===== config.mk =====
export PLATFORM = sky130hd
export DESIGN_NAME = des_round_ctrl
export DESIGN_NICKNAME = d
export VERILOG_FILES = /design/src/rtl/des_round_ctrl.sv
export SDC_FILE = /design/constraint.sdc
export NUM_CORES = 1
export LEC_CHECK = 0
export ABC_AREA = 1
export CORE_AREA = 4 4 41 43
export DETAILED_ROUTE_END_ITERATION = 8
export DIE_AREA = 0 0 45 47
export GPL_TIMING_DRIVEN = 0
export MAX_ROUTING_LAYER = met4
export PLACE_DENSITY = 0.79
export REMOVE_ABC_BUFFERS = 1
export SLEW_MARGIN = 10
export SYNTH_ARGS = -nofsm -noshare
export SYNTH_HDL_FRONTEND = slang
export SYNTH_SLANG_ARGS = --single-unit

===== constraint.sdc =====
create_clock -name clk -period 2.05 [get_ports clk]
set_input_delay 0.205 -clock clk [delete_from_list [all_inputs] [get_ports clk]]
set_output_delay 0.205 -clock clk [all_outputs]
set_load 0.1 [all_outputs]

===== src/rtl/des_round_ctrl.sv =====
// Control sequencer for the iterative DES core.
// Walks each accepted block through LOAD, NUM_ROUNDS round cycles and a result
// handshake. Every output is decoded from registered state, so there is no
// combinational path from any input to any output.
module des_round_ctrl #(
    parameter int unsigned NUM_ROUNDS = 16,
    parameter int unsigned ROUND_W    = 4
) (
    input  logic               clk,
    input  logic               rst,
    input  logic               in_valid,
    output logic               in_ready,
    input  logic               decrypt,
    input  logic               abort,
    output logic               load_init,
    output logic               key_load,
    output logic               round_en,
    output logic [ROUND_W-1:0] round_idx,
    output logic [1:0]         key_shift,
    output logic               key_dir,
    output logic               out_valid,
    input  logic               out_ready,
    output logic               busy
);

    typedef enum logic [1:0] {StIdle, StLoad, StRound, StOut} state_e;

    localparam logic [ROUND_W-1:0] IdxLast = ROUND_W'(NUM_ROUNDS - 1);
    localparam logic [ROUND_W-1:0] Idx1    = ROUND_W'(1);
    localparam logic [ROUND_W-1:0] Idx8    = ROUND_W'(8);
    localparam logic [ROUND_W-1:0] Idx15   = ROUND_W'(15);

    state_e             state_q, state_d;
    logic [ROUND_W-1:0] idx_q, idx_d;
    logic               mode_q, mode_d;

    // State, round counter and latched mode registers.
    always_ff @(posedge clk or negedge rst) begin
        if (!rst) begin
            state_q <= StIdle;
            idx_q   <= '0;
            mode_q  <= 1'b0;
        end else begin
            state_q <= state_d;
            idx_q   <= idx_d;
            mode_q  <= mode_d;
        end
    end

    // Next-state logic; abort takes priority over both acceptance and progress.
    always_comb begin
        state_d = state_q;
        idx_d   = idx_q;
        mode_d  = mode_q;
        unique case (state_q)
            StIdle: begin
                if (in_valid && !abort) begin
                    mode_d  = decrypt;
                    state_d = StLoad;
                end
            end
            StLoad: begin
                idx_d   = '0;
                state_d = abort ? StIdle : StRound;
            end
            StRound: begin
                if (abort) begin
                    idx_d   = '0;
                    state_d = StIdle;
                end else if (idx_q == IdxLast) begin
                    idx_d   = '0;
                    state_d = StOut;
                end else begin
                    idx_d = idx_q + Idx1;
                end
            end
            StOut: begin
                if (abort || out_ready) begin
                    idx_d   = '0;
                    state_d = StIdle;
                end
            end
            default: begin
                idx_d   = '0;
                state_d = StIdle;
            end
        endcase
    end

    // Output decode from registered state, counter and mode.
    always_comb begin
        in_ready  = 1'b0;
        busy      = 1'b1;
        load_init = 1'b0;
        key_load  = 1'b0;
        round_en  = 1'b0;
        round_idx = '0;
        key_shift = 2'd0;
        key_dir   = 1'b0;
        out_valid = 1'b0;
        unique case (state_q)
            StIdle: begin
                in_ready = 1'b1;
                busy     = 1'b0;
            end
            StLoad: begin
                load_init = 1'b1;
                key_load  = 1'b1;
            end
            StRound: begin
                round_en  = 1'b1;
                round_idx = idx_q;
                key_dir   = mode_q;
                // Decrypt starts from the loaded key unrotated; otherwise the
                // standard 1/2-bit DES rotation table applies.
                if (idx_q == '0) begin
                    key_shift = mode_q ? 2'd0 : 2'd1;
                end else if (idx_q == Idx1 || idx_q == Idx8 || idx_q == Idx15) begin
                    key_shift = 2'd1;
                end else begin
                    key_shift = 2'd2;
                end
            end
            StOut: begin
                out_valid = 1'b1;
            end
            default: begin
                busy = 1'b0;
            end
        endcase
    end

endmodule


==> run_results.csv <==
group,metric,value,unit
run_status,status,"finished clean",
global_route,grt.overflow.total,0,
worst_setup_path,cp.required,1.85,ns
yosys,yosys.area.top_type_share,34.1,%
global_route,grt_max_degree,10,
final_layout,fin_nets,108,
job,max_cap_viol_count,0,
timing,slew-limit-headroom,36.5,%
routing,vias_per_cell,4.66,
timing,holdWs,0.219,ns
timing,timing.fmax,514,MHz
timing,final-hold-violation-count,0,
yosys,synth_area,514,um^2
timing,rsz0062_at_grt,"false",
timing,final.period_utilization,94.9,%
worst_setup_path,arrival,1.74,ns
place,dpl-instance-area,701,um^2
die,core_area,1300,um^2
clock_tree,post_cts_buffers,0,
die,dieHeight,47,um
worst_setup_path,cp_max_fo,6,
timing,finalSetupViolCount,0,
worst_setup_path,path_buf_inv,2,
worst_setup_path,critPathKind,"register to primary output",
worst_setup_path,start_kind,"register",
routing,avgRoutedWirePerCell,9.66,um
timing,maxSlewViolCount,0,
timing,layout_min_cycle_time,1.95,ns
final_layout,n_fill_cell,129,
place,gp_congestion,0.831,
place,dp_hpwl,894,um
die,start_util,39.5,%
clock_tree,h-tree-depth,1,
worst_setup_path,crit_path_end_kind,"primary output",
routing,vias,527,
yosys,yosysWarnings,0,
die,pin_count,19,
routing,first_pass_iters,4,
timing,tightest_slew,0.956,ns
final_layout,num_antenna_cells,0,
worst_setup_path,crit_chain,"nor2_2 -> inv_1 -> dlygate4sd2_1",
clock_tree,tritoncts,"built",
timing,layout_setup_ws,0.104,ns
yosys,synth_cell_types,18,
clock_tree,hold_buffers,0,
routing,wirelength,1.09,mm
die,chipWidth,45,um
clock_tree,clkLatencyLatePin,0.24,ns
worst_setup_path,crit_slowest_cell,"dlygate4sd2_1",
global_route,grt_pass1_wl,1.99,mm
clock_tree,clockRootBuffer,"clkbuf_4",
clock_tree,cts_made_buffers,3,
routing,ant_nets,0,
place,port_buffers,18,
clock_tree,ctsLongestPathBuffers,2,
yosys,yosys-top-cells-area,"dfrtp_1 34%, nand2_1 16%, nor2_1 8.0%",
place,post-place-ws,-0.380,ns
final_layout,drive_gt1_share,19.4,%
yosys,ys_seq_area_share,34.1,%
worst_setup_path,path_delay_family,"buffers and inverters",
routing,drtIter0Drc,14,
global_route,grt_pass1_vias,466,
worst_hold_path,hold_class,"primary input to asynchronous set/reset pin",
worst_setup_path,slowest_delay,0.85,ns
yosys,yosys_register_bits,7,
clock_tree,cts-resized-gates,33,
clock_tree,clkSinkCount,7,
clock_tree,clkTransAtPathRegs,0.05,ns
timing,setup_tns,0,ns
routing,drc,0,
timing,fin_worst_skew,0.00359,ns
final_layout,syn_to_final_growth,38.9,%
die,rows,13,
final_layout,stdcell_area,714,um^2
yosys,syn_inst,78,
die,fp.dieArea,2120,um^2
yosys,yosys.area.top_type,"dfrtp_1",
yosys,syn_avg_cell_area,6.59,um^2
global_route,antenna_found_initial,0,
global_route,grtUsageTotal,13.3,%
-- worst reg2reg max path, delay by kind of cell (launching register included) --
kind,cells,cell delay [ns]
AOI/OAI and AO/OA,1,0.07
and+or+nand+nor,2,0.36
DFF,1,0.44
adders and majority gates,1,0.26
-- cell families after synthesis --
group / synth area share (%)
AND/OR/NAND/NOR: 41.4
adder cells (fa/ha/maj): 7.30
AO/OA/AOI/OAI: 6.81
buffers and inverters: 10.5
flip-flops: 34.1
-- flip-flops by register name, summed over array words and instances, names as in the netlist --
name and count:
state_q 2, idx_q 4, mode_q 1
-- metrics by stage --
step                utilization [%]  instances
finish                         54.9        113
global route                   54.9        113
CTS                            55.1        113
detailed placement             53.8        109
global placement               53.8        109
floorplan                         -         76
-- per-layer routing --
layer  GRT usage, %  routed length, um
met1           17.6                484
met2           20.1                510
met5              -                  0
met4           3.51                  0
met3           3.45                 97
-- path summary, 6_finish.rpt --
path | start | slack, ns | endpoint | cells past startpoint
min in group clk | mode_q$_DFFE_PN0P_ | 0.53 | mode_q$_DFFE_PN0P_ | 2
worst max-delay path | state_q[1]$_DFFE_PN0P_ | 0.10 | busy | 3
worst max register to register | idx_q[0]$_DFFE_PN0P_ | 0.81 | idx_q[2]$_DFFE_PN0P_ | 4
worst min-delay path | rst | 0.22 | idx_q[0]$_DFFE_PN0P_ | 1
max in group asynchronous | rst | 1.59 | idx_q[2]$_DFFE_PN0P_ | 1
worst min register to register | mode_q$_DFFE_PN0P_ | 0.53 | mode_q$_DFFE_PN0P_ | 2
-- cell usage in the layout, fill, tap and decap left out, types with 2 or more instances in the layout --
| master | synthesis | final |
|---|---|---|
| nor2_1 | 11 | 11 |
| ha_1 | 3 | 3 |
| nand3_1 | 7 | 7 |
| a21oi_1 | 3 | 3 |
| clkdlybuf4s15_2 | 0 | 5 |
| o21ai_1 | 2 | 2 |
| dlygate4sd2_1 | 0 | 3 |
| inv_1 | 10 | 10 |
| dfrtp_1 | 7 | 7 |
| clkbuf_4 | 0 | 4 |
| nand2_1 | 22 | 22 |
| o21ai_0 | 2 | 2 |
| clkbuf_2 | 1 | 2 |
| nand2_2 | 3 | 3 |
| clkdlybuf4s50_1 | 0 | 5 |
-- layout make-up --
class	instances	area, um^2	area share (%)
clock buffer	4	26.3	3.68
inverter	11	41.3	5.78
multi-input combinational	58	285	39.9
sequential	7	175	24.5
tap	15	18.8	2.63
timing repair buffer	18	168	23.5
-- cell usage after synthesis --
| library cell | n |
|---|---|
| buf_4 | 1 |
| nor2_2 | 1 |
| ha_1 | 3 |
| nor2_1 | 11 |
| nand2_2 | 3 |
| o21ai_1 | 2 |
| or2_2 | 1 |
| nand3_1 | 7 |
| nand4_1 | 1 |
| a21oi_1 | 3 |
| inv_2 | 1 |
| nor2_4 | 1 |
| inv_1 | 10 |
| nor3_1 | 1 |
| nand2_1 | 22 |
| dfrtp_1 | 7 |
| o21ai_0 | 2 |
| clkbuf_2 | 1 |
Power is left out: the tool's default activity adds up to more than one toggle a clock period on the data nets, which glitch-free logic cannot reach.
